$ cat src/rtl/stack_cpu_pkg.sv
// Shared encodings for the stack CPU: opcodes, ALU sub-ops, jump conditions, FSM states.
// Build option STACK_CPU_TRAP_EN adds the TRAP state for stack overflow/underflow faults.
package stack_cpu_pkg;

    typedef enum logic [1:0] {
        OP_LIT  = 2'b00,
        OP_ALU  = 2'b01,
        OP_JMP  = 2'b10,
        OP_HALT = 2'b11
    } opcode_t;

    // Sub-ops 10..15 are deliberately unassigned and execute as no-ops.
    typedef enum logic [3:0] {
        ALU_ADD  = 4'd0,
        ALU_SUB  = 4'd1,
        ALU_AND  = 4'd2,
        ALU_OR   = 4'd3,
        ALU_XOR  = 4'd4,
        ALU_NOT  = 4'd5,
        ALU_DUP  = 4'd6,
        ALU_DROP = 4'd7,
        ALU_SWAP = 4'd8,
        ALU_ADC  = 4'd9
    } alu_op_t;

    typedef enum logic [2:0] {
        JC_ALWAYS = 3'd0,
        JC_ZERO   = 3'd1,
        JC_NZ     = 3'd2,
        JC_NEG    = 3'd3,
        JC_CARRY  = 3'd4,
        JC_NEVER5 = 3'd5,
        JC_NEVER6 = 3'd6,
        JC_NEVER7 = 3'd7
    } jmp_cond_t;

    typedef enum logic [1:0] {
        ST_FETCH = 2'd0,
        ST_EXEC  = 2'd1,
`ifdef STACK_CPU_TRAP_EN
        ST_HALT  = 2'd2,
        ST_TRAP  = 2'd3
`else
        ST_HALT  = 2'd2
`endif
    } state_t;

endpackage

$ cat src/rtl/stack_cpu_alu.sv
// Combinational ALU: arithmetic/logic on TOS and NOS; carry passes through for non-arithmetic ops.
module stack_cpu_alu
    import stack_cpu_pkg::*;
#(
    parameter int DATA_W = 16
) (
    input  logic [DATA_W-1:0] tos,
    input  logic [DATA_W-1:0] nos,
    input  logic              carry_in,
    input  logic [3:0]        sub_op,
    output logic [DATA_W-1:0] result,
    output logic              carry_out
);

    logic [DATA_W:0] wide;

    always_comb begin
        wide      = '0;
        result    = tos;
        carry_out = carry_in;
        case (sub_op)
            ALU_ADD: begin
                wide      = {1'b0, nos} + {1'b0, tos};
                result    = wide[DATA_W-1:0];
                carry_out = wide[DATA_W];
            end
            // Top bit of the widened difference is the borrow (NOS < TOS).
            ALU_SUB: begin
                wide      = {1'b0, nos} - {1'b0, tos};
                result    = wide[DATA_W-1:0];
                carry_out = wide[DATA_W];
            end
            ALU_ADC: begin
                wide      = {1'b0, nos} + {1'b0, tos} + {{DATA_W{1'b0}}, carry_in};
                result    = wide[DATA_W-1:0];
                carry_out = wide[DATA_W];
            end
            ALU_AND: result = nos & tos;
            ALU_OR:  result = nos | tos;
            ALU_XOR: result = nos ^ tos;
            ALU_NOT: result = ~tos;
            default: ;
        endcase
    end

endmodule

$ cat src/rtl/stack_cpu.sv
// Stack CPU top: fetch/execute FSM, stack storage and program counter.
// Define STACK_CPU_TRAP_EN to trap on stack faults; otherwise the stack pointer wraps silently.
module stack_cpu
    import stack_cpu_pkg::*;
#(
    parameter int DATA_W      = 16,
    parameter int ADDR_W      = 12,
    parameter int STACK_DEPTH = 16
) (
    input  logic                         i_clock,
    input  logic                         i_reset,
    output logic                         o_imem_req,
    output logic [ADDR_W-1:0]            o_imem_addr,
    input  logic                         i_imem_ack,
    input  logic [DATA_W+1:0]            i_imem_data,
    output logic [ADDR_W-1:0]            o_pc,
    output logic [DATA_W-1:0]            o_tos,
    output logic [$clog2(STACK_DEPTH):0] o_depth,
    output logic                         o_carry,
    output logic                         o_halted,
    output logic                         o_trap
);

    localparam int SP_W = $clog2(STACK_DEPTH);
    localparam logic [SP_W:0] DEPTH_FULL = (SP_W+1)'(STACK_DEPTH);

    if (ADDR_W > DATA_W - 3) begin : g_bad_addr_w
        $error("stack_cpu: ADDR_W must not exceed DATA_W-3");
    end
    if ((STACK_DEPTH < 4) || ((STACK_DEPTH & (STACK_DEPTH - 1)) != 0)) begin : g_bad_depth
        $error("stack_cpu: STACK_DEPTH must be a power of two and at least 4");
    end

    state_t              state_reg, state_next;
    logic [ADDR_W-1:0]   pc_reg, pc_next;
    logic [DATA_W+1:0]   instr_reg;
    logic [SP_W-1:0]     sp_reg, sp_next, base_idx, base_hi_idx;
    logic [SP_W:0]       depth_reg, depth_next;
    logic                carry_reg;
    logic                req_en_reg;
    logic [DATA_W-1:0]   stack_mem [STACK_DEPTH];

    logic [1:0]          opcode_sel;
    logic [3:0]          alu_sel;
    logic [2:0]          cond_sel;
    logic [DATA_W-1:0]   tos_val, nos_val, alu_result, push_lo, push_hi;
    logic                alu_carry, taken, upd_carry, commit, fetch_ack;
    logic [1:0]          n_pop, n_push;
    logic signed [SP_W+2:0] depth_calc;

    assign opcode_sel = instr_reg[DATA_W+1:DATA_W];
    assign alu_sel    = instr_reg[3:0];
    assign cond_sel   = instr_reg[DATA_W-1:DATA_W-3];
    assign fetch_ack  = (state_reg == ST_FETCH) && req_en_reg && i_imem_ack;

    // Entries not currently held read as zero so an empty stack never exposes stale data.
    assign tos_val = (depth_reg != '0) ? stack_mem[sp_reg - SP_W'(1)] : '0;
    assign nos_val = (depth_reg > (SP_W+1)'(1)) ? stack_mem[sp_reg - SP_W'(2)] : '0;

    stack_cpu_alu #(.DATA_W(DATA_W)) u_alu (
        .tos       (tos_val),
        .nos       (nos_val),
        .carry_in  (carry_reg),
        .sub_op    (alu_sel),
        .result    (alu_result),
        .carry_out (alu_carry)
    );

    // Every instruction is described as "pop n_pop, then push n_push words (push_lo first)".
    always_comb begin
        n_pop     = 2'd0;
        n_push    = 2'd0;
        push_lo   = tos_val;
        push_hi   = tos_val;
        taken     = 1'b0;
        upd_carry = 1'b0;
        case (opcode_sel)
            OP_LIT: begin
                n_push  = 2'd1;
                push_lo = instr_reg[DATA_W-1:0];
            end
            OP_ALU: begin
                case (alu_sel)
                    ALU_ADD, ALU_SUB, ALU_ADC: begin
                        n_pop = 2'd2; n_push = 2'd1; push_lo = alu_result; upd_carry = 1'b1;
                    end
                    ALU_AND, ALU_OR, ALU_XOR: begin
                        n_pop = 2'd2; n_push = 2'd1; push_lo = alu_result;
                    end
                    ALU_NOT:  begin n_pop = 2'd1; n_push = 2'd1; push_lo = alu_result; end
                    ALU_DUP:  begin n_pop = 2'd1; n_push = 2'd2; end
                    ALU_DROP: n_pop = 2'd1;
                    ALU_SWAP: begin
                        n_pop = 2'd2; n_push = 2'd2; push_lo = tos_val; push_hi = nos_val;
                    end
                    default: ;
                endcase
            end
            OP_JMP: begin
                case (cond_sel)
                    JC_ALWAYS: taken = 1'b1;
                    JC_ZERO:   begin n_pop = 2'd1; taken = (tos_val == '0); end
                    JC_NZ:     begin n_pop = 2'd1; taken = (tos_val != '0); end
                    JC_NEG:    begin n_pop = 2'd1; taken = tos_val[DATA_W-1]; end
                    JC_CARRY:  taken = carry_reg;
                    default:   ;
                endcase
            end
            default: ;
        endcase
    end

    assign base_idx    = sp_reg - SP_W'(n_pop);
    assign base_hi_idx = base_idx + SP_W'(1);
    assign sp_next     = base_idx + SP_W'(n_push);

    always_comb begin
        depth_calc = $signed({2'b00, depth_reg})
                   - $signed({{(SP_W+1){1'b0}}, n_pop})
                   + $signed({{(SP_W+1){1'b0}}, n_push});
        if (depth_calc < 0)
            depth_next = '0;
        else if (depth_calc > $signed({2'b00, DEPTH_FULL}))
            depth_next = DEPTH_FULL;
        else
            depth_next = depth_calc[SP_W:0];
    end

`ifdef STACK_CPU_TRAP_EN
    logic underflow, overflow, fault;
    assign underflow = ({{(SP_W-1){1'b0}}, n_pop} > depth_reg);
    assign overflow  = (n_push > n_pop) && (depth_reg == DEPTH_FULL);
    assign fault     = underflow || overflow;
`endif

    always_comb begin
        state_next = state_reg;
        pc_next    = pc_reg;
        commit     = 1'b0;
        case (state_reg)
            ST_FETCH: if (fetch_ack) state_next = ST_EXEC;
            ST_EXEC: begin
`ifdef STACK_CPU_TRAP_EN
                if (fault)
                    state_next = ST_TRAP;
                else
`endif
                if (opcode_sel == OP_HALT) begin
                    state_next = ST_HALT;
                end else begin
                    commit     = 1'b1;
                    pc_next    = taken ? instr_reg[ADDR_W-1:0] : pc_reg + ADDR_W'(1);
                    state_next = ST_FETCH;
                end
            end
            default: ;
        endcase
    end

    // req_en_reg keeps the request low for the cycle following reset and masks stale acks.
    always_ff @(posedge i_clock) begin
        if (i_reset) begin
            state_reg  <= ST_FETCH;
            pc_reg     <= '0;
            sp_reg     <= '0;
            depth_reg  <= '0;
            carry_reg  <= 1'b0;
            req_en_reg <= 1'b0;
        end else begin
            state_reg  <= state_next;
            pc_reg     <= pc_next;
            req_en_reg <= 1'b1;
            if (commit) begin
                sp_reg    <= sp_next;
                depth_reg <= depth_next;
                if (upd_carry) carry_reg <= alu_carry;
            end
        end
    end

    always_ff @(posedge i_clock) begin
        if (!i_reset && fetch_ack) instr_reg <= i_imem_data;
        if (!i_reset && commit) begin
            if (n_push != 2'd0) stack_mem[base_idx]    <= push_lo;
            if (n_push == 2'd2) stack_mem[base_hi_idx] <= push_hi;
        end
    end

    assign o_imem_req  = (state_reg == ST_FETCH) && req_en_reg;
    assign o_imem_addr = pc_reg;
    assign o_pc        = pc_reg;
    assign o_tos       = tos_val;
    assign o_depth     = depth_reg;
    assign o_carry     = carry_reg;
    assign o_halted    = (state_reg == ST_HALT);
`ifdef STACK_CPU_TRAP_EN
    assign o_trap      = (state_reg == ST_TRAP);
`else
    assign o_trap      = 1'b0;
`endif

endmodule

$ cat config.mk
export PLATFORM = sky130hd
export DESIGN_NAME = stack_cpu
export DESIGN_NICKNAME = d
export VERILOG_FILES = /design/src/rtl/stack_cpu_pkg.sv /design/src/rtl/stack_cpu_alu.sv /design/src/rtl/stack_cpu.sv
export SDC_FILE = /design/constraint.sdc
export NUM_CORES = 1
export LEC_CHECK = 0
export CORE_MARGIN = 2
export CORE_UTILIZATION = 65
export CTS_BUF_LIST = sky130_fd_sc_hd__clkbuf_4 sky130_fd_sc_hd__clkbuf_8
export CTS_CLUSTER_DIAMETER = 150
export DETAILED_ROUTE_END_ITERATION = 8
export MAX_ROUTING_LAYER = met4
export PLACE_DENSITY_LB_ADDON = 0.25
export SYNTH_ARGS = -nofsm -noshare
export SYNTH_HDL_FRONTEND = slang
export SYNTH_SLANG_ARGS = --single-unit
$ cat constraint.sdc
create_clock -name i_clock -period 19.8 [get_ports i_clock]
set_input_delay 3.96 -clock i_clock [delete_from_list [all_inputs] [get_ports i_clock]]
set_output_delay 3.96 -clock i_clock [all_outputs]
set_load 0.02 [all_outputs]
Word level (Yosys, flattened, before mapping)
Memory sizes are Yosys's and may differ from the RTL's.
Index checks and enable logic that the tools add are counted.

word-level totals
  bits in registers = 43
  bits of input ports = 21
  memories = 1
  memory bits (writable) = 256
  word-level logic and storage cells = 103
  output and inout port bits = 49

cells by class
  equality and inequality tests = 20
  add/sub/neg operators = 11
  bitwise logic cells = 5
  order comparisons = 3
  mux-type cells = 32
  reductions and logical operators = 24

memory list
  name       depth  width  read ports  clocked after memory_dff  wr ports  line             text
  stack_mem  16     16     2           0                         2         stack_cpu.sv:41  logic [DATA_W-1:0] stack_mem [STACK_DEPTH];

operators with widths
  operator                                                         count
  16-bit one-hot mux with 7 select lines                           1
  16-bit 2-to-1 mux                                                5
  16-bit one-hot mux with 2 select lines                           1
  2-bit one-hot mux with 2 select lines                            5
  16-bit by 16-bit adder with 17-bit output                        1
  17-bit by 1-bit adder with 17-bit output                         1
  16-bit by 16-bit subtractor with 17-bit output                   1
  16-bit bitwise AND                                               1
  4-bit by 3-bit == test with 1-bit output, second input constant  4
  16-bit logical NOT                                               1
  16-bit NOT                                                       1
  16-bit OR                                                        1
  16-bit nonzero test                                              1
  16-bit XOR                                                       1
  7-bit OR reduction                                               2
  1-bit 2-to-1 mux                                                 13
  12-bit by 1-bit adder with 12-bit output, second input constant  1
  12-bit 2-to-1 mux                                                1
  5-bit 2-to-1 mux                                                 2
  3-bit OR reduction                                               3
  2-bit == test, second input constant                             4
  4-bit by 2-bit == test with 1-bit output, second input constant  2
  4-bit == test, second input constant                             2
  6-bit by 3-bit adder with 7-bit output                           1
  30 further kinds                                                 39

Logic depth before layout (Yosys ltp)
Gate-level depths: netlist (run 1).

  depth in word-level cells = 9
  mapped depth = 31

Modules after synthesis
Synthesis (run 1) repeated with hierarchy kept, for this count alone.

unflattened totals
  cell total of the unflattened synthesis = 1956
  area total of the unflattened synthesis = 21609.5 µm²

by module, submodules not included
  module         cells each  times used  area an instance (µm²)  seq. area each (µm²)
  stack_cpu      1462        1           18112.4                 8728.4
  stack_cpu_alu  494         1           3497.1                  0.0

Worst setup path after synthesis (run 1)
Ideal clock, no wire load.

  path type = reg2out
  from = register sp_reg[0]
  to = output port o_tos[1]
  slack = 12363 ps
  cell stages (with the launch flop) = 16
  buffers on the path = 10
  data required time = 15840 ps
  arrival = 3477 ps
  cells stage by stage = dfxtp_1 > buf_6 > buf_6 > buf_6 > buf_6 > buf_4 > buf_4 > inv_1 > ha_1 > buf_2 > buf_2 > buf_2 > buf_2 > mux4_2 > mux2i_1 > o22ai_1

between the ends
  word-level cells in the longest chain between the ends = 3

RTL lines
  item                                         line              text
  from (decl)                                  stack_cpu.sv:37   logic [SP_W-1:0] sp_reg, sp_next, base_idx, base_hi_idx;
  from (signal assigned)                       stack_cpu.sv:174  sp_reg <= sp_next;
  4-bit by 1-bit subtractor with 4-bit output  stack_cpu.sv:57   assign tos_val = (depth_reg != '0) ? stack_mem[sp_reg - SP_W'(1)] : '0;
  memory read 16 x 16 bit                      --
  16-bit 2-to-1 mux                            stack_cpu.sv:57
  to (decl)                                    stack_cpu.sv:17   output logic [DATA_W-1:0] o_tos,

Every way passes these cells.

Worst setup path after layout (run 1)
  from = register sp_reg[1]
  to = output port o_tos[3]

Same word-level chain as after synthesis.

==> impl_metrics.json, run 1 <==
{
  "numPlacedInstances": 2219,
  "cts-root-buf": "clkbuf_8",
  "synth_ff_type": "edfxtp_1",
  "cts_resized": 0,
  "grt_pass1_vias": 16149,
  "min_period_over_period_pct": 43.1,
  "wl_per_cell_um": 27.3,
  "clock-sinks": 299,
  "largest_reg_flops": 256,
  "final_util_pct": 72.0,
  "die_area_sq_mm": 0.0342,
  "p_per_area_mw_per_mm2": 67.0,
  "core_sq_mm": 0.0324,
  "finalHoldViolations": 0,
  "cts_buffer_depth": 3,
  "cts_tree": "built",
  "fill_cells": 2247,
  "synth-edff-count": 274,
  "p_leak_nw": 7.33,
  "syn2layout_area_growth_pct": 9.64,
  "finalWirelength_um": 63100,
  "final_cells": 2314,
  "drive_above_1_share_pct": 21.2,
  "dieWidth_um": 185,
  "grt_start_max_net_pins": 65,
  "arrival_ns": 4.58,
  "vias_per_cell": 7.20,
  "async_reset_ff_share_pct": 0,
  "peakVddDrop_mv": 0.0643,
  "cp-start-kind": "flip-flop",
  "grt.overflow.total": 0,
  "syn_nets": 1910,
  "ctsHoldBuffers": 0,
  "rsz0062_at_grt": "false",
  "fin_worst_skew_ns": 0.0275,
  "path_class": "flip-flop to output port",
  "endpoint_kind": "output port",
  "critPathRequiredTime_ns": 15.84,
  "yosys_register_bits": 299,
  "setup_viol": 0,
  "grt_usage_pct": 38.5,
  "final_cell_mix": "edfxtp_1, mux2i_1, mux4_2",
  "synthesis.area_sq_mm": 0.0213,
  "period_needed_ns": 8.54,
  "initial_utilization_pct": 65.7,
  "grt_pass1_wl_um": 95900,
  "slew_violations": 0,
  "ys_types": 91,
  "antenna_found_initial": 0,
  "ioPinCount": 70,
  "cap_violations": 0,
  "crit_fanout": 64,
  "r2r_slack_ns": 12.15,
  "htreeDepth": 2,
  "syn_inst": 1817,
  "ys_warn_count": 0,
  "drc": 0,
  "finalNetCount": 1924,
  "drt_iter0_markers": 1919,
  "first_pass_iters": 7,
  "worst_pin_slew_ns": 1.41,
  "dp_hpwl_um": 43600,
  "place_area_sq_mm": 0.0223,
  "min_path_type": "flip-flop to flip-flop",
  "fin_area_sq_mm": 0.0233,
  "synth_area_per_cell_sq_um": 11.7,
  "gp_congestion": 1.04,
  "dpl_worst_slack_ns": 11.99,
  "ant_nets": 0,
  "path_clk_slew_ns": 0.07,
  "cts_setup_buffers": 0,
  "timing.setup.tns_ns": 0,
  "cts_made_buffers": 52,
  "die_h_um": 185,
  "final_common_cell": "edfxtp_1",
  "vias": 16651,
  "setup_ws_ns": 11.26,
  "io_buffers": 68,
  "antennaDiodeCount": 0,
  "status": "finished clean",
  "yosysSeqAreaShare_pct": 41.0,
  "slew_headroom_pct": 5.16,
  "clk_latency_ns": 0.62,
  "power.total_mw": 1.56,
  "rows": 66,
  "max_freq_ghz": 0.117,
  "hold_ws_ns": 0.548
}
-- where the power goes --
| part | leakage [nW] | switching [mW] | internal [mW] |
|---|---|---|---|
| sequential | 2.71 | 0.00777 | 0.698 |
| clock | 0.533 | 0.267 | 0.298 |
| combinational | 4.08 | 0.180 | 0.111 |
| total | 7.33 | 0.454 | 1.11 |
-- cells by family (layout without fill, tap and decap cells) --
kind of cell               Yosys count  count (layout)  share of synthesized area (%)
other                                1               1                         0.0176
muxes                              357             357                           25.4
buffers and inverters              237             292                           5.19
xor gates and xnor gates            39              39                           1.64
DFF                                299             299                           41.0
and+or+nand+nor                    420             420                           9.31
adders and majority gates           72              72                           4.45
AOI/OAI and AO/OA                  392             392                           12.9
-- worst max-delay path: stages, from the launching register on --
cell and delay [ns]:
dfxtp_2 0.67, inv_1 0.18, ha_2 0.37, buf_4 0.74, mux4_2 0.36, mux2i_1 0.16
o22ai_1 0.71, clkdlybuf4s50_1 0.74
-- synthesized netlist by cell type (14+ instances only) --
cell      count  area [sq um]
mux4_2      144          3240
and3_1       14          87.6
buf_4        24           180
o21ai_0      52           260
mux2_2       17           191
nor3_1       22           110
buf_2        39           195
nor2_1      134           503
xnor2_1      30           263
mux2i_1     195          1950
inv_1        57           214
edfxtp_1    274          8230
clkbuf_1     84           315
o22ai_1      27           169
a21oi_1      89           445
o21ai_1      20           100
a221oi_1     15           131
nand2_1     125           469
dfxtp_1      25           500
ha_1         66           826
a211oi_1     27           203
nand3_1      38           190
-- layout make-up --
cell class | count | area [sq um] | share of cell area [%]
Clock inverter | 25 | 153 | 0.655
Sequential cell | 299 | 8730 | 37.5
Tap cell | 442 | 553 | 2.37
Inverter | 70 | 263 | 1.13
Clock buffer | 70 | 863 | 3.70
Multi-Input combinational cell | 1281 | 11600 | 49.9
Timing Repair Buffer | 127 | 1120 | 4.82
-- worst paths after layout --
| check | from | endpoint | depth (start not counted) |
|---|---|---|---|
| worst max-delay path | sp_reg[1]$_SDFFE_PP0P_ | o_tos[3] | 7 |
| worst max register to register | sp_reg[1]$_SDFFE_PP0P_ | stack_mem[14][15]$_DFFE_PP_ | 17 |
| worst min register to register | o_depth[3]$_SDFFE_PP0P_ | o_depth[3]$_SDFFE_PP0P_ | 2 |
| worst min-delay path | o_depth[3]$_SDFFE_PP0P_ | o_depth[3]$_SDFFE_PP0P_ | 2 |
-- routing by layer --
layer	global-route usage [%]	wire length, um
met2	58.9	29600
met3	7.18	7020
met5	-	0
met4	18.3	3100
met1	50.1	23400
Note: power is estimated with default switching activity, not from simulation.
==> run 2, diff against run 1 <==
Clock period 19.8 ns to 8.46 ns, I/O delays scaled along.
==> run 2 against run 1 <==
Effect of this change:
- clock skew down 0.010 ns
- total power up 130%
- cell area up 0.24%
- critical path type is now flip-flop to flip-flop
- largest cell class unchanged
- largest power group unchanged
==> impl_metrics.json, run 2 (synthesis gave the netlist of run 1 again) <==
{
  "die_h_um": 185,
  "seq_power_share_pct": 46.2,
  "crit_buf_inv": 3,
  "p_int_mw": 2.52,
  "cts-root-buf": "clkbuf_8",
  "slew_headroom_pct": 7.46,
  "comb_power_share_pct": 19.2,
  "cts_buffer_depth": 3,
  "critPathRequiredTime_ns": 8.77,
  "worst_pin_slew_ns": 1.39,
  "p_leak_nw": 7.39,
  "final_cell_mix": "edfxtp_1, mux2i_1, mux4_2",
  "first_pass_iters": 6,
  "multiInputGateArea_sq_mm": 0.0116,
  "initial_utilization_pct": 65.7,
  "ant_nets": 0,
  "clk_latency_ns": 0.64,
  "cp_slowest_cell": "a221oi_2",
  "drt_iter0_markers": 2271,
  "period_needed_ns": 7.27,
  "io_buffers": 68,
  "wl_per_cell_um": 29.4,
  "clock-sinks": 299,
  "final_util_pct": 72.2,
  "clock_power_share_pct": 34.6,
  "power.total_mw": 3.57,
  "p_per_area_mw_per_mm2": 153,
  "path_clk_slew_ns": 0.06,
  "slowest_delay_ns": 1.03,
  "min_period_over_period_pct": 86.0,
  "cts_setup_buffers": 0,
  "place_area_sq_mm": 0.0224,
  "final_common_cell": "edfxtp_1",
  "setup_viol": 0,
  "ff2ff_path_depth": 19,
  "endpoint_kind": "flip-flop",
  "grt-busiest-layer": "met2",
  "seqCellArea_sq_mm": 0.00873,
  "die_area_sq_mm": 0.0342,
  "grt_util_met2_pct": 63.4,
  "grt_start_max_net_pins": 130,
  "use_met3_pct": 9.48,
  "crit_chain": "inv_1 -> ha_1 -> a21boi_2 -> xnor2_4 -> buf_4 -> mux2i_1 -> o22ai_1 -> inv_1 -> ha_1 -> a21o_1 -> a21oi_2 -> xnor2_1 -> nand4b_1 -> or2_2 -> o31a_1 -> o31ai_1 -> a21oi_1 -> a221oi_2 -> mux2i_1",
  "status": "finished clean",
  "fin_worst_skew_ns": 0.0171,
  "cp-start-kind": "flip-flop",
  "timing.setup.tns_ns": 0,
  "hold_depth": 2,
  "netSwitchingPower_mw": 1.04,
  "cts_resized": 0,
  "fin_area_sq_mm": 0.0234,
  "finalHoldViolations": 0,
  "rows": 66,
  "switching_share_pct": 29.2,
  "crit_family": "compound AO/OA/AOI/OAI gates",
  "vias_per_cell": 7.33,
  "antenna_found_initial": 2,
  "slew_violations": 0,
  "cp_num_cells": 19,
  "ctsHoldBuffers": 0,
  "largest_reg_flops": 256,
  "finalWirelength_um": 68400,
  "dieWidth_um": 185,
  "dp_hpwl_um": 45200,
  "cap_violations": 0,
  "fill_cells": 2247,
  "setup_ws_ns": 1.19,
  "grt_pass1_wl_um": 101000,
  "crit_fanout": 16,
  "min_path_type": "flip-flop to flip-flop",
  "drc": 0,
  "max_freq_ghz": 0.138,
  "core_sq_mm": 0.0324,
  "vias": 17034,
  "cts_tree": "built",
  "dpl_worst_slack_ns": 1.40,
  "htreeDepth": 2,
  "drive_above_1_share_pct": 21.6,
  "peakVddDrop_mv": 0.191,
  "rsz0062_at_grt": "false",
  "path_class": "flip-flop to flip-flop",
  "arrival_ns": 7.58,
  "syn2layout_area_growth_pct": 9.90,
  "ioPinCount": 70,
  "grt_pass1_vias": 16480,
  "grt.overflow.total": 0,
  "use_met1_pct": 51.0,
  "grt_usage_pct": 41.7,
  "gp_congestion": 1.04,
  "finalNetCount": 1941,
  "cts_made_buffers": 49
}
run 2: changes by cell type in the layout (fill, tap and decap cells not counted), sizes merged:
| cell | delta |
|---|---|
| clkinv | -1 |
| clkinvlp | -2 |
| buf | +20 |
| inv | -1 |
| clkbuf | -8 |
| diode | +1 |
run 2: through the flow:
step / instances / hold slack [ns]
finish: 2323 / 0.539
global route: 2323 / 0.577
CTS: 2320 / 0.541
detailed placement: 2237 / 0.531
global placement: 2237 / 0.503
floorplan: 1817 / 0.507
run 2: area by class of cell:
type | count | area share, %
diodes | 1 | 0.0107
clock buffers | 62 | 3.33
clock inverters | 21 | 0.530
inverters | 70 | 1.12
multi-input cells | 1281 | 49.8
flip-flops and latches | 299 | 37.4
well taps | 442 | 2.37
repair buffers | 147 | 5.50
run 2: tightest hold or removal path, stage by stage (launching register included):
cell	delay, ns
dfxtp_1	0.35
nand2_1	0.07
a31oi_1	0.06
run 2: path summary, 6_finish.rpt:
kind | slack, ns | endpoint | startpoint
worst max register to register | 1.19 | stack_mem[7][8]$_DFFE_PP_ | sp_reg[2]$_SDFFE_PP0P_
worst min-delay path | 0.54 | o_imem_addr[0]$_SDFFE_PP0P_ | o_imem_addr[0]$_SDFFE_PP0P_
worst max-delay path | 1.19 | stack_mem[7][8]$_DFFE_PP_ | sp_reg[2]$_SDFFE_PP0P_
worst min register to register | 0.54 | o_imem_addr[0]$_SDFFE_PP0P_ | o_imem_addr[0]$_SDFFE_PP0P_
run 2: metal layers:
metal / wire, um / share of wire [%]
met3: 7960 / 12
met4: 4660 / 6.8
met1: 23900 / 35
met5: 0 / 0
met2: 31900 / 47
run 2: power by group through the flow:
stage	logic [mW]	registers (mW)	clock network [mW]
4_1_cts	0.665	1.65	1.24
3_5_place_dp	0.660	1.68	0
5_1_grt	0.727	1.65	1.29
6_report	0.685	1.65	1.23
2_1_floorplan	0.463	1.68	0
3_3_place_gp	0.644	1.68	0
